**config.mk**
```make
export PLATFORM = sky130hd
export DESIGN_NAME = mem_access_unit_flat
export DESIGN_NICKNAME = d
export VERILOG_FILES = /design/src/rtl/mem_access_unit_pkg.sv /design/src/rtl/mem_access_unit_if.sv /design/src/rtl/mem_access_unit_load_aligner.sv /design/src/rtl/mem_access_unit.sv /design/src/flat_wrapper.sv
export SDC_FILE = /design/constraint.sdc
export NUM_CORES = 1
export LEC_CHECK = 0
export ABC_AREA = 1
export BUFFER_PORTS_ARGS = -buffer_cell sky130_fd_sc_hd__buf_2
export CORE_MARGIN = 3
export CORE_UTILIZATION = 45
export DETAILED_ROUTE_END_ITERATION = 8
export PLACE_DENSITY_LB_ADDON = 0.25
export SETUP_SLACK_MARGIN = 0.2
export SLEW_MARGIN = 20
export SYNTH_ARGS = -nofsm -noshare
export SYNTH_HDL_FRONTEND = slang
export SYNTH_SLANG_ARGS = --single-unit
```
**constraint.sdc**
```tcl
create_clock -name clock -period 1.6 [get_ports clock]
set_input_delay 0.24 -clock clock [delete_from_list [all_inputs] [get_ports clock]]
set_output_delay 0.24 -clock clock [all_outputs]
set_load 0.1 [all_outputs]
```
**src/rtl/mem_access_unit_pkg.sv**
```systemverilog
`default_nettype none
// ----------------------------------------------------------------------------
// mem_access_pkg : access-size codes, FSM states and lane helpers for the
//                  MEM-stage data-memory port.
// Revision: 1.0
// ----------------------------------------------------------------------------
package mem_access_pkg;

  localparam logic [1:0] ACCESS_BYTE = 2'd0;
  localparam logic [1:0] ACCESS_HALF = 2'd1;
  localparam logic [1:0] ACCESS_WORD = 2'd2;

  typedef enum logic [1:0] {
    IDLE  = 2'd0,
    BUSY  = 2'd1,
    DONE  = 2'd2,
    ERROR = 2'd3
  } state_t;

  // Size code 3 falls into the word branches everywhere.
  function automatic logic is_misaligned(input logic [1:0] size, input logic [1:0] offset);
    case (size)
      ACCESS_BYTE: is_misaligned = 1'b0;
      ACCESS_HALF: is_misaligned = offset[0];
      default:     is_misaligned = (offset != 2'b00);
    endcase
  endfunction

  function automatic logic [3:0] lane_enable(input logic [1:0] size, input logic [1:0] offset);
    case (size)
      ACCESS_BYTE: lane_enable = 4'b0001 << offset;
      ACCESS_HALF: lane_enable = offset[1] ? 4'b1100 : 4'b0011;
      default:     lane_enable = 4'b1111;
    endcase
  endfunction

  function automatic logic [31:0] lane_data(input logic [1:0] size, input logic [31:0] data);
    case (size)
      ACCESS_BYTE: lane_data = {4{data[7:0]}};
      ACCESS_HALF: lane_data = {2{data[15:0]}};
      default:     lane_data = data;
    endcase
  endfunction

endpackage
`default_nettype wire

```
**src/rtl/mem_access_unit_if.sv**
```systemverilog
`default_nettype none
// ----------------------------------------------------------------------------
// mem_access_unit_if : dmem request/ready bus between the MEM stage and memory.
// Revision: 1.0
// ----------------------------------------------------------------------------
interface mem_access_unit_if;

  logic        dmem_request;
  logic        dmem_write;
  logic [31:0] dmem_address;
  logic [3:0]  dmem_byteEnable;
  logic [31:0] dmem_writeData;
  logic        dmem_ready;
  logic [31:0] dmem_readData;

  modport master (
    output dmem_request, dmem_write, dmem_address, dmem_byteEnable, dmem_writeData,
    input  dmem_ready, dmem_readData
  );

  modport slave (
    input  dmem_request, dmem_write, dmem_address, dmem_byteEnable, dmem_writeData,
    output dmem_ready, dmem_readData
  );

endinterface
`default_nettype wire

```
**src/rtl/mem_access_unit_load_aligner.sv**
```systemverilog
`default_nettype none
// ----------------------------------------------------------------------------
// mem_load_aligner : selects the addressed lane of a read word and extends it.
// Revision: 1.0
// ----------------------------------------------------------------------------
module mem_load_aligner
  import mem_access_pkg::*;
(
  input  logic [31:0] read_data,
  input  logic [1:0]  offset,
  input  logic [1:0]  size,
  input  logic        sign_extend,
  output logic [31:0] result
);

  logic [7:0]  w_byte;
  logic [15:0] w_half;

  assign w_byte = 8'(read_data >> {offset, 3'b000});
  assign w_half = 16'(read_data >> {offset[1], 4'b0000});

  always_comb begin
    result = read_data;
    case (size)
      ACCESS_BYTE: result = {{24{sign_extend & w_byte[7]}}, w_byte};
      ACCESS_HALF: result = {{16{sign_extend & w_half[15]}}, w_half};
      default:     result = read_data;
    endcase
  end

endmodule
`default_nettype wire

```
**src/rtl/mem_access_unit.sv**
```systemverilog
`default_nettype none
// ----------------------------------------------------------------------------
// mem_access_unit : MEM-stage load/store port; stalls the pipeline for each
//                   dmem transaction and flags misaligned or timed-out accesses.
// Revision: 1.0
// ----------------------------------------------------------------------------
module mem_access_unit
  import mem_access_pkg::*;
#(
  parameter int TIMEOUT_CYCLES = 255,
  parameter int TIMEOUT_WIDTH  = 8
) (
  input  logic              clock,
  input  logic              reset,
  input  logic              mem_shouldReadMemory,
  input  logic              mem_shouldWriteMemory,
  input  logic [1:0]        mem_accessSize,
  input  logic              mem_signExtendLoad,
  input  logic [31:0]       mem_aluOutput,
  input  logic [31:0]       mem_storeData,
  input  logic              mem_shouldWriteRegister,
  output logic              mem_stall,
  output logic [31:0]       mem_memoryData,
  output logic              mem_gatedWriteRegister,
  output logic              mem_accessError,
  mem_access_unit_if.master dmem
);

  localparam logic [TIMEOUT_WIDTH-1:0] c_last = TIMEOUT_WIDTH'(TIMEOUT_CYCLES - 1);

  state_t                   r_state;
  state_t                   w_next_state;
  logic [TIMEOUT_WIDTH-1:0] r_count;
  logic [31:0]              r_hold_data;
  logic                     r_request;
  logic                     r_write;
  logic [31:0]              r_address;
  logic [3:0]               r_byte_enable;
  logic [31:0]              r_write_data;

  logic                     w_access;
  logic                     w_misaligned;
  logic                     w_stall;
  logic                     w_error;
  logic [31:0]              w_memory_data;
  logic [31:0]              w_load_result;

  assign w_access     = mem_shouldReadMemory | mem_shouldWriteMemory;
  assign w_misaligned = is_misaligned(mem_accessSize, mem_aluOutput[1:0]);

  // EX/MEM is frozen while BUSY, so the live address/size still describe the access.
  mem_load_aligner u_load_aligner (
    .read_data   (dmem.dmem_readData),
    .offset      (mem_aluOutput[1:0]),
    .size        (mem_accessSize),
    .sign_extend (mem_signExtendLoad),
    .result      (w_load_result)
  );

  always_ff @(posedge clock or negedge reset) begin
    if (!reset) begin
      r_state <= IDLE;
    end else begin
      r_state <= w_next_state;
    end
  end

  always_comb begin
    w_next_state  = r_state;
    w_stall       = 1'b0;
    w_error       = 1'b0;
    w_memory_data = 32'h0;
    case (r_state)
      IDLE: begin
        if (w_access) begin
          if (w_misaligned) begin
            w_error = 1'b1;
          end else begin
            w_stall      = 1'b1;
            w_next_state = BUSY;
          end
        end
      end
      BUSY: begin
        w_stall = 1'b1;
        if (dmem.dmem_ready) begin
          w_next_state = DONE;
        end else if (r_count == c_last) begin
          w_next_state = ERROR;
        end
      end
      DONE: begin
        w_memory_data = r_hold_data;
        w_next_state  = IDLE;
      end
      ERROR: begin
        w_error      = 1'b1;
        w_next_state = IDLE;
      end
      default: w_next_state = IDLE;
    endcase
  end

  always_ff @(posedge clock or negedge reset) begin
    if (!reset) begin
      r_count       <= '0;
      r_hold_data   <= 32'h0;
      r_request     <= 1'b0;
      r_write       <= 1'b0;
      r_address     <= 32'h0;
      r_byte_enable <= 4'h0;
      r_write_data  <= 32'h0;
    end else begin
      case (r_state)
        IDLE: begin
          r_count <= '0;
          if (w_access && !w_misaligned) begin
            r_request     <= 1'b1;
            r_write       <= mem_shouldWriteMemory;
            r_address     <= {mem_aluOutput[31:2], 2'b00};
            r_byte_enable <= lane_enable(mem_accessSize, mem_aluOutput[1:0]);
            r_write_data  <= mem_shouldWriteMemory ?
                             lane_data(mem_accessSize, mem_storeData) : 32'h0;
          end
        end
        BUSY: begin
          r_count <= r_count + 1'b1;
          if (dmem.dmem_ready) begin
            r_request   <= 1'b0;
            r_hold_data <= r_write ? 32'h0 : w_load_result;
          end else if (r_count == c_last) begin
            r_request <= 1'b0;
          end
        end
        default: ;
      endcase
    end
  end

  assign dmem.dmem_request    = r_request;
  assign dmem.dmem_write      = r_write;
  assign dmem.dmem_address    = r_address;
  assign dmem.dmem_byteEnable = r_byte_enable;
  assign dmem.dmem_writeData  = r_write_data;

  // Qualified with reset so a held request cannot re-raise stall while in reset.
  assign mem_stall              = w_stall & reset;
  assign mem_accessError        = w_error & reset;
  assign mem_memoryData         = w_memory_data;
  assign mem_gatedWriteRegister = mem_shouldWriteRegister & reset & ~mem_accessError;

endmodule
`default_nettype wire

```
**src/flat_wrapper.sv**
```systemverilog
// flat-port wrapper written by rule: the top's interface ports become plain ports
module mem_access_unit_flat import mem_access_pkg::*;
#(
  parameter int TIMEOUT_CYCLES = 255,
  parameter int TIMEOUT_WIDTH  = 8
)
  (clock, reset, mem_shouldReadMemory, mem_shouldWriteMemory, mem_accessSize, mem_signExtendLoad, mem_aluOutput, mem_storeData, mem_shouldWriteRegister, mem_stall, mem_memoryData, mem_gatedWriteRegister, mem_accessError, dmem_dmem_request, dmem_dmem_write, dmem_dmem_address, dmem_dmem_byteEnable, dmem_dmem_writeData, dmem_dmem_ready, dmem_dmem_readData);
  mem_access_unit_if dmem_i ();
  input  logic clock;
  input  logic reset;
  input  logic mem_shouldReadMemory;
  input  logic mem_shouldWriteMemory;
  input  logic [1:0] mem_accessSize;
  input  logic mem_signExtendLoad;
  input  logic [31:0] mem_aluOutput;
  input  logic [31:0] mem_storeData;
  input  logic mem_shouldWriteRegister;
  output logic mem_stall;
  output logic [31:0] mem_memoryData;
  output logic mem_gatedWriteRegister;
  output logic mem_accessError;
  output wire logic [$bits(dmem_i.dmem_request)-1:0] dmem_dmem_request;
  output wire logic [$bits(dmem_i.dmem_write)-1:0] dmem_dmem_write;
  output wire logic [$bits(dmem_i.dmem_address)-1:0] dmem_dmem_address;
  output wire logic [$bits(dmem_i.dmem_byteEnable)-1:0] dmem_dmem_byteEnable;
  output wire logic [$bits(dmem_i.dmem_writeData)-1:0] dmem_dmem_writeData;
  input wire logic [$bits(dmem_i.dmem_ready)-1:0] dmem_dmem_ready;
  input wire logic [$bits(dmem_i.dmem_readData)-1:0] dmem_dmem_readData;
  assign dmem_dmem_request = dmem_i.dmem_request;
  assign dmem_dmem_write = dmem_i.dmem_write;
  assign dmem_dmem_address = dmem_i.dmem_address;
  assign dmem_dmem_byteEnable = dmem_i.dmem_byteEnable;
  assign dmem_dmem_writeData = dmem_i.dmem_writeData;
  assign dmem_i.dmem_ready = dmem_dmem_ready;
  assign dmem_i.dmem_readData = dmem_dmem_readData;
  mem_access_unit #(.TIMEOUT_CYCLES(TIMEOUT_CYCLES), .TIMEOUT_WIDTH(TIMEOUT_WIDTH)) u_core (.clock(clock), .reset(reset), .mem_shouldReadMemory(mem_shouldReadMemory), .mem_shouldWriteMemory(mem_shouldWriteMemory), .mem_accessSize(mem_accessSize), .mem_signExtendLoad(mem_signExtendLoad), .mem_aluOutput(mem_aluOutput), .mem_storeData(mem_storeData), .mem_shouldWriteRegister(mem_shouldWriteRegister), .mem_stall(mem_stall), .mem_memoryData(mem_memoryData), .mem_gatedWriteRegister(mem_gatedWriteRegister), .mem_accessError(mem_accessError), .dmem(dmem_i));
endmodule
```
== Word level (Yosys, flattened, before mapping) ==
Cells that the tools add are included.

* Register bits: 110
* Logic and storage cells: 64
* Output and inout port bits: 105
* Input bits: 105

* Shifts and indexed selects: 3
* Mux-type cells: 24
* Reductions and logical operators: 11
* Bitwise logic cells: 8
* Equality and inequality tests: 9
* Add/subtract/negate cells: 1

{| class="wikitable"
|+ Operators by type and width
! kind !! count
|-
| 32-bit one-hot mux with 2 select lines || 2
|-
| 32-bit 2-to-1 mux || 3
|-
| 32-bit by 5-bit right shift with 16-bit output || 1
|-
| 32-bit by 5-bit right shift with 8-bit output || 1
|-
| 8-bit one-hot mux with 2 select lines || 1
|-
| 8-bit by 1-bit adder with 8-bit output (second input constant) || 1
|-
| 8-bit equality test (second input constant) || 1
|-
| 2-bit 2-to-1 mux || 4
|-
| 1-bit one-hot mux with 2 select lines || 4
|-
| 4-bit one-hot mux with 2 select lines || 1
|-
| 1-bit 2-to-1 mux || 7
|-
| 1-bit AND || 6
|-
| 2-bit one-hot mux with 3 select lines || 1
|-
| 3-bit AND reduction || 2
|-
| 2-bit by 1-bit equality test with 1-bit output (second input constant) || 2
|-
| 2-bit equality test (second input constant) || 2
|-
| 2-bit logical NOT || 2
|-
| 4-bit 2-to-1 mux || 1
|-
| 2-bit by 1-bit inequality test with 1-bit output (second input constant) || 2
|-
| 2-bit AND reduction || 2
|-
| 2-bit nonzero test || 2
|-
| 1-bit by 2-bit left shift with 4-bit output (first input constant) || 1
|-
| 3-bit by 2-bit inequality test with 1-bit output (second input constant) || 1
|-
| 2-bit inequality test (second input constant) || 1
|-
| 5 further kinds || 5
|}

== Logic depth before layout (Yosys ltp) ==
Gate-level depths: netlist of run 1.

* Depth in word-level cells: 8
* Mapped depth: 10
* Mapped depth without buffers: 10

== Modules after synthesis ==
A second synthesis of run 1 with hierarchy kept.

* Cell total of the unflattened synthesis: 801
* Area total of the unflattened synthesis: 6,082.1 um^2

{| class="wikitable"
|+ By module, submodules not included
! module !! instances !! area an instance (um^2) !! sequential area each (um^2) !! cells each
|-
| mem_access_unit || 1 || 5,173.7 || 2,752.6 || 648
|-
| mem_load_aligner || 1 || 908.4 || 0.0 || 153
|}

== Worst setup path before layout of run 1 ==
No wires, ideal clock.

* Path kind: flip-flop to output port
* Start: register u_core.r_state[0]
* End: output mem_gatedWriteRegister
* Required time: 1.360 ns
* Buffers on the path: 0
* Arrival: 4.395 ns
* Stages on the path, launching flop included: 8
* Path slack: -3.035 ns
* Cells stage by stage: dfrtp_1 > inv_1 > ha_1 > inv_1 > nor2_1 > a21oi_1 > nor3_1 > nor2_1

* Longest elaborated chain between the ends: 5
* Elaborated cells on any way between the ends: 6
* Those cells by class: 1 x eq/ne; 1 x mux; 3 x bitwise; 1 x reduce/logical

{| class="wikitable"
|+ Ends and longest elaborated chain
! element !! line !! text
|-
| from (decl) || mem_access_unit.sv:31 || <nowiki>state_t r_state;</nowiki>
|-
| from (signal assigned) || mem_access_unit.sv:64 || <nowiki>r_state <= w_next_state;</nowiki>
|-
| 2-bit equality test or 2-bit logical NOT (tied branches) || mem_access_unit.sv:73 || <nowiki>case (r_state)</nowiki>
|-
| 1-bit one-hot mux with 2 select lines (*) || mem_access_unit.sv:73 ||
|-
| 1-bit AND (*) || mem_access_unit.sv:148 || <nowiki>assign mem_accessError = w_error & reset;</nowiki>
|-
| via mem_accessError || flat_wrapper.sv:21 || <nowiki>output logic mem_accessError;</nowiki>
|-
| 1-bit NOT (*) || mem_access_unit.sv:150 || <nowiki>assign mem_gatedWriteRegister = mem_shouldWriteRegister & reset & ~mem_accessError;</nowiki>
|-
| 1-bit AND (*) || mem_access_unit.sv:150 ||
|-
| to (decl) || flat_wrapper.sv:20 || <nowiki>output logic mem_gatedWriteRegister;</nowiki>
|}

The timed path passes the listed nets; every way through them passes the cells marked *.

== Final worst setup path of run 1 ==
* Start: register u_core.r_state[1]
* End: output mem_stall

* Longest elaborated chain between the ends: 3
* Elaborated cells on any way between the ends: 4
* Those cells by class: 1 x eq/ne; 1 x mux; 1 x bitwise; 1 x reduce/logical

{| class="wikitable"
|+ Ends and longest elaborated chain
! element !! line !! text
|-
| 2-bit by 1-bit equality test with 1-bit output or 2-bit logical NOT (tied branches) || mem_access_unit.sv:73 ||
|-
| 1-bit one-hot mux with 2 select lines (*) || mem_access_unit.sv:73 ||
|-
| 1-bit AND (*) || mem_access_unit.sv:147 || <nowiki>assign mem_stall = w_stall & reset;</nowiki>
|-
| to (decl) || flat_wrapper.sv:18 || <nowiki>output logic mem_stall;</nowiki>
|}

Mark *: on every way between the ends. The rest lies on a longest branch, timed or not.

==> results of run 1 <==
synthesized netlist by cell type:
| library cell | n |
|---|---|
| nor2_1 | 33 |
| o211ai_1 | 1 |
| nor2_8 | 1 |
| nand4_1 | 2 |
| nor2_4 | 2 |
| nand3_2 | 1 |
| a31oi_1 | 2 |
| inv_1 | 74 |
| buf_2 | 11 |
| nor3_1 | 2 |
| ha_1 | 6 |
| nor2_2 | 1 |
| o22ai_1 | 3 |
| buf_6 | 4 |
| buf_1 | 1 |
| o21ai_0 | 31 |
| nand2_2 | 3 |
| a21oi_1 | 30 |
| nand2_1 | 355 |
| o21ai_1 | 2 |
| clkbuf_1 | 10 |
| o221ai_1 | 5 |
| conb_1 | 1 |
| nand3_4 | 1 |
| buf_4 | 7 |
| inv_2 | 5 |
| o21ai_2 | 20 |
| nand3_1 | 22 |
| nand2_4 | 1 |
| dfrtp_1 | 110 |
| o211ai_2 | 1 |
worst max-delay path by stage:
stage                                              from                                          to  slack, ns  depth (start not counted)
final                     u_core.r_state[1]$_DFFE_PN0P_                                   mem_stall      -0.32                          8
after floorplan           u_core.r_state[1]$_DFFE_PN0P_                      mem_gatedWriteRegister      -0.72                          7
after CTS                 u_core.r_state[0]$_DFFE_PN0P_                          mem_memoryData[12]      -0.31                          7
after global placement    u_core.r_state[1]$_DFFE_PN0P_                      mem_gatedWriteRegister      0.007                          8
after global routing      u_core.r_state[0]$_DFFE_PN0P_                                   mem_stall      -0.40                          8
after detailed placement  u_core.r_state[1]$_DFFE_PN0P_  u_core.dmem.dmem_writeData[27]$_DFFE_PN0P_      -0.04                          9
final cells by class:
type	instances	area (sq um)	share of cell area [%]
Timing Repair Buffer	241	2122	24.74
Antenna cell	1	2.502	0.02917
Multi-Input combinational cell	527	2741	31.96
Tap cell	168	210.2	2.450
Inverter	79	455.4	5.309
Sequential cell	110	2754	32.10
Clock buffer	15	267.8	3.121
Clock inverter	1	5.005	0.05834
Timing Repair inverter	1	20.02	0.2334
logic make-up after synthesis:
logic type / count (synthesis) / synth area share, %
other: 1 / 0.06693
buffers and inverters: 112 / 8.754
and+or+nand+nor: 424 / 30.26
DFF: 110 / 49.13
AOI/OAI and AO/OA: 95 / 10.45
adders and majority gates: 6 / 1.340
stage by stage:
stage	worst slack, ns	instance area (sq um)	std cells	hold WS [ns]	setup TNS, ns
after global routing	-0.3973	8576	1142	0.03014	-13.24
after global placement	0.007092	7600	1117	0.4082	0
after detailed placement	-0.04294	7600	1117	0.4081	-0.1417
after floorplan	-0.7221	5839	749	-0.05559	-1.632
after CTS	-0.3072	8169	1138	0.03135	-10.11
final	-0.3207	8578	1143	-0.01115	-9.323
worst reg2reg max path: cells and delay by family (launching register included):
family	cells	cell delay (ns)
AOI/OAI and AO/OA	1	0.13
DFF	1	0.39
adders and majority gates	1	0.14
buffers and inverters	5	0.52
and+or+nand+nor	3	0.32
flip-flops by register name, indices dropped and copies added (netlist names):
| name | flops |
|---|---|
| u_core.dmem.dmem_write | 1 |
| u_core.dmem.dmem_writeData | 32 |
| u_core.dmem.dmem_request | 1 |
| u_core.dmem.dmem_address | 30 |
| u_core.dmem.dmem_byteEnable | 4 |
| u_core.r_count | 8 |
| u_core.r_state | 2 |
| u_core.r_hold_data | 32 |
routing by layer:
metal  global-route usage [%]  vias up
met3                    5.766       32
met4                    8.718        0
met5                        0        -
met2                    37.75      237
met1                    32.47     2564
li1                         -     2750
repair_timing:
action | CTS | global route
cloned | 3 | 2
endpoints found under the hold margin | 0 | 0
gates resized for setup | 71 | 108
endpoints found under the setup margin | 160 | 172
pin swaps | 9 | 20
buffers inserted | 2 | 2
power by group through the flow:
stage | clock (mW) | sequential, mW | combinational, mW
after global routing | 2.26 | 4.93 | 13.7
final | 2.10 | 4.78 | 13.1
after detailed placement | 0 | 4.72 | 12.0
after floorplan | 0 | 10.5 | 3.62
after global placement | 0 | 4.68 | 11.8
after CTS | 2.15 | 4.71 | 12.6
==> metrics.md, run 1 <==
| Metric | Value |
|---|---|
| Largest net degree at the start of global routing | 111 |
| # clock sinks | 110 |
| Post-Route WL | between 15 and 20 mm |
| CP required | around 1.4 ns |
| LEAKAGE | 4.395 nW |
| Placement row count | 40 |
| Crit Path Class | register to output pin |
| Post-DP HPWL | 11.63 mm |
| CTS tree | done |
| RR Endpoint | u_core.dmem.dmem_writeData[26]$_DFFE_PN0P_ |
| GRT Overall Usage | 23.98% |
| Avg Cell Area, Syn | around 7.5 sq um |
| Die Ht | approximately 120 um |
| Ys Warns | 0 |
| Final Util | 70.83% |
| CP peak stage delay | 0.39 ns |
| Clk slew on worst S/H paths | roughly 0.06 ns |
| Critical path, cell by cell | inv_2 -> ha_4 -> inv_2 -> nor2_4 -> buf_6 -> nand2_8 -> a21oi_4 -> buf_12 |
| HP Class | input pin to asynchronous set/reset pin |
| Netlist cell types | 31 |
| Switching portion of total power | 58.62% |
| Reg2reg setup slack | roughly 0.040 ns |
| First-pass GRT wire length | 26.87 mm |
| Combinational power share | between 60% and 70% |
| Chip Width | between 100 and 150 um |
| Share of the synthesized area in the top cell type | between 40% and 50% |
| Slew HR | between 60% and 70% |
| Largest fanout on the critical path | 5 |
| CP endpoint kind | output pin |
| Clk_lat worst skew | about 0.35 ns |
| Hold WS | -0.01115 ns |
| Post-cts hold buffer count | 0 |
| Synthesis-to-layout area growth | 53.10% |
| Drt via density | around 5 |
| CP max stage cell | dfrtp_1 |
| Die area | about 0.014 sq mm |
| CP Data Arrival Time | between 1.5 and 2 ns |
| Commonest non-fill, non-tap cells in the layout | nand2_1 (319), buf_2 (127), dfrtp_1 (109) |
| Post-synthesis register bit count | 110 |
| R2R Path Start | u_core.r_state[1]$_DFFE_PN0P_ |
| Via count | ~5600 |
| Remaining Overflow, GRT | 0 |
| Hold Vio Cnt, Final | 5 |
| GPL Wtd Cong | between 0.8 and 0.9 |
| CTS root buf | clkbuf_16 |
| Setup repair after global routing missed its margin | yes |
| Crit path launch type | register |
| I/O pin total | between 200 and 250 |
| Initial core utilization | between 40% and 50% |
| Area of the mapped netlist | 0.005603 sq mm |
| Sequential share of power | a little under a quarter |
| Core ar. | between 0.01 and 0.015 sq mm |
| Clk_skew | ~0.0045 ns |
| Fmax | approximately 520 MHz |
| Power, Total | 19.99 mW |
| Area contributors post-synth | dfrtp_1 (49%), nand2_1 (24%), inv_1 (5.0%) |
| Most common library cell in the layout ignoring fill and taps | nand2_1 |
| Failing checks | hold timing, setup timing |
| Residual DRC count | 0 |
| Crit-path leading delay family | buffers and inverters |
| Vias in the first global route | approximately 5300 |
| Fill cell count | ~960 |
| Area leader, netlist | dfrtp_1 |
| Slew @ Worst Pin | about 0.6 ns |
| IO buf count | 207 |
| Met3 WL post-DR | approximately 1.2 mm |
| VDD IR-drop max | about 1.6 mV |
| Status | complete, but fails checks |
| Top layer in use | met4 |
| Final Cycle Share | 120.0% |
| Number of DRC markers in iteration 0 | 399 |
| Final Worst Setup Slack | -0.3207 ns |
| Clk network pwr share | 10.5% |
| Clock Tree Buf Depth | 2 |
| H-tree Lvls | 3 |
| Max Cap Viol | 0 |
| Post-layout minimum cycle time | between 1.5 and 2 ns |
| Sequential share of the synthesized area | 49.13% |
| Layout cells sized above 1 | between 40% and 50% |
| WL/cell | between 10 and 15 um |
| Met2 WL post-DR | 7.981 mm |
| Total internal power | between 8 and 9 mW |
| Antenna-violating nets left | 0 |
| Most used cell along the critical path | inv_2 |
| Final #Nets | between 1000 and 1500 |
| First-pass iteration count of the detailed router | 5 |
| Slew Viols, Final | 0 |
| Reg2Reg Depth | 10 |
| M1 wire length | 7.369 mm |
| Num CTS Buffers | 9 |
| Initial antenna violation count | 0 |
| CP bufs+invs | 4 |
| Final setup violation count | 35 |
| Cell area power density | roughly 2300 mW/mm^2 |
| Syn Inst Count | ~750 |
| Switching power | around 12 mW |
No activity file was read; power rests on OpenSTA's default activity.
==> run 2: changes to the inputs <==
--- a/config.mk
+++ b/config.mk
@@ -7,7 +7,7 @@
 export LEC_CHECK = 0
 export ABC_AREA = 1
 export BUFFER_PORTS_ARGS = -buffer_cell sky130_fd_sc_hd__buf_2
-export CORE_MARGIN = 3
+export CORE_MARGIN = 2
 export CORE_UTILIZATION = 45
 export DETAILED_ROUTE_END_ITERATION = 8
 export PLACE_DENSITY_LB_ADDON = 0.25
==> run 2 against run 1 <==
Utilization shrank 0.77 points. Cell count decreased by 0.17%. The run still ends with hold timing, setup timing left. Critical path type unchanged. Maximum frequency barely moved. Flip-flop and latch count is the same. Routed wire length fell by 2.5%.
==> metrics.md, run 2 (synthesis results as in run 1) <==
| Metric | Value |
|---|---|
| Hold WS | -0.02455 ns |
| Failing checks | hold timing, setup timing |
| Layout cells sized above 1 | 39.67% |
| Final Worst Setup Slack | -0.3193 ns |
| Most common library cell in the layout ignoring fill and taps | nand2_1 |
| Setup TNS | -10.17 ns |
| CP required | roughly 1.4 ns |
| N_diodes | 0 |
| Met2 Usage GRT | 37.00% |
| Multi-input gate area | between 0.002 and 0.003 sq mm |
| Register area | roughly 0.0028 sq mm |
| Initial core utilization | 46.45% |
| Largest fanout on the critical path | 5 |
| Status | complete, but fails checks |
| IO buf count | 207 |
| Met3 Use GR | ~5.3% |
| Fmax | between 500 and 600 MHz |
| Final Cycle Share | 120.0% |
| Post-layout minimum cycle time | 1.919 ns |
| Largest net degree at the start of global routing | 111 |
| Slew HR | about three fifths |
| Num CTS Buffers | 9 |
| Via count | 5556 |
| Residual DRC count | 0 |
| Grt met1 use | between 30% and 40% |
| Core ar. | 0.01206 sq mm |
| Fill cell count | around 1000 |
| WL/cell | about 15 um |
| Vias in the first global route | 5055 |
| CTS tree | done |
| Final #Nets | between 1000 and 1500 |
| Hold Vio Cnt, Final | 14 |
| GPL Wtd Cong | 0.8896 |
| Die area | ~0.013 sq mm |
| Worst slack, placed | 0.005315 ns |
| Final non-filler cell area | 0.008449 sq mm |
| CP endpoint kind | output pin |
| Remaining Overflow, GRT | 0 |
| Slew Viols, Final | 0 |
| Clock Tree Buf Depth | 2 |
| Slew @ Worst Pin | 0.5880 ns |
| Clk_skew | ~0.012 ns |
| Max Cap Viol | 0 |
| Synthesis-to-layout area growth | 50.80% |
| CP Data Arrival Time | 1.68 ns |
| Commonest non-fill, non-tap cells in the layout | nand2_1 (316), buf_2 (144), dfrtp_1 (109) |
| Die Ht | ~120 um |
| Chip Width | 115.6 um |
| First-pass iteration count of the detailed router | 5 |
| GRT Overall Usage | 23.86% |
| Post-cts hold buffer count | 0 |
| First-pass GRT wire length | 25.11 mm |
| Placement row count | 40 |
| Number of DRC markers in iteration 0 | a little under 400 |
| Setup repair after global routing missed its margin | yes |
| Reg2reg setup slack | around 0.060 ns |
| Global route hottest layer | met2 |
| HP Class | input pin to asynchronous set/reset pin |
| Drt via density | 4.869 |
| Initial antenna violation count | 0 |
| Area after DPL | roughly 0.0076 sq mm |
| Clk slew on worst S/H paths | about 0.070 ns |
| Post-DP HPWL | ~11 mm |
| CTS root buf | clkbuf_16 |
| Antenna-violating nets left | 0 |
| Post-Route WL | 16.57 mm |
| Crit path launch type | register |
| # clock sinks | 110 |
| Final setup violation count | 35 |
| I/O pin total | 210 |
| Clk_lat worst skew | ~0.35 ns |
| Crit Path Class | register to output pin |
| H-tree Lvls | 3 |
## run 2: cell type report
type	instances	share of cell area, %
timing repair inverter	1	0.1037
multi-input combinational	527	31.38
clock inverter	6	1.081
timing repair buffer	240	24.30
tap	168	2.488
inverter	79	5.227
sequential	110	32.59
clock buffer	10	2.828
## run 2: worst max-delay path: stages (launching register included)
cell and delay, ns:
dfrtp_1 0.39, inv_2 0.09, ha_4 0.14, inv_2 0.04, nor2_4 0.08, buf_4 0.14, nand2_8 0.09, a21oi_4 0.17
buf_12 0.19
## run 2: routing by layer
metal | share of wire, % | up-vias
li1 | - | 2749
met4 | 1.7 | 0
met5 | 0 | -
met3 | 7.4 | 27
met1 | 44 | 2554
met2 | 47 | 226
## run 2: timing repair
item | 4_1_cts | 5_1_grt
buffers inserted | 1 | 2
resized for setup | 32 | 93
pin swaps | 3 | 6
setup endpoints to repair | 148 | 166
gates cloned | 2 | 3
## run 2: worst paths after layout
path / to / cells after the start / start
hold reg to reg: u_core.dmem.dmem_address[10]$_DFFE_PN0P_ / 2 / u_core.dmem.dmem_address[10]$_DFFE_PN0P_
max in group asynchronous: u_core.dmem.dmem_address[28]$_DFFE_PN0P_ / 2 / reset
hold / removal: u_core.r_count[3]$_DFFE_PN0N_ / 2 / reset
setup reg to reg: u_core.r_hold_data[26]$_DFFE_PN0P_ / 10 / u_core.r_state[1]$_DFFE_PN0P_
min in group clock: u_core.dmem.dmem_address[14]$_DFFE_PN0P_ / 3 / mem_aluOutput[14]
setup / recovery: mem_stall / 8 / u_core.r_state[0]$_DFFE_PN0P_
## run 2: stage by stage
step | cells | util, %
global placement | 1117 | 63.01
floorplan | 749 | -
global route | 1141 | 70.05
detailed placement | 1117 | 63.01
CTS | 1136 | 66.94
finish | 1141 | 70.05
Power of run 2 is left out: the tool's default activity adds up to more than one toggle a clock period on the data nets, which glitch-free logic cannot reach.
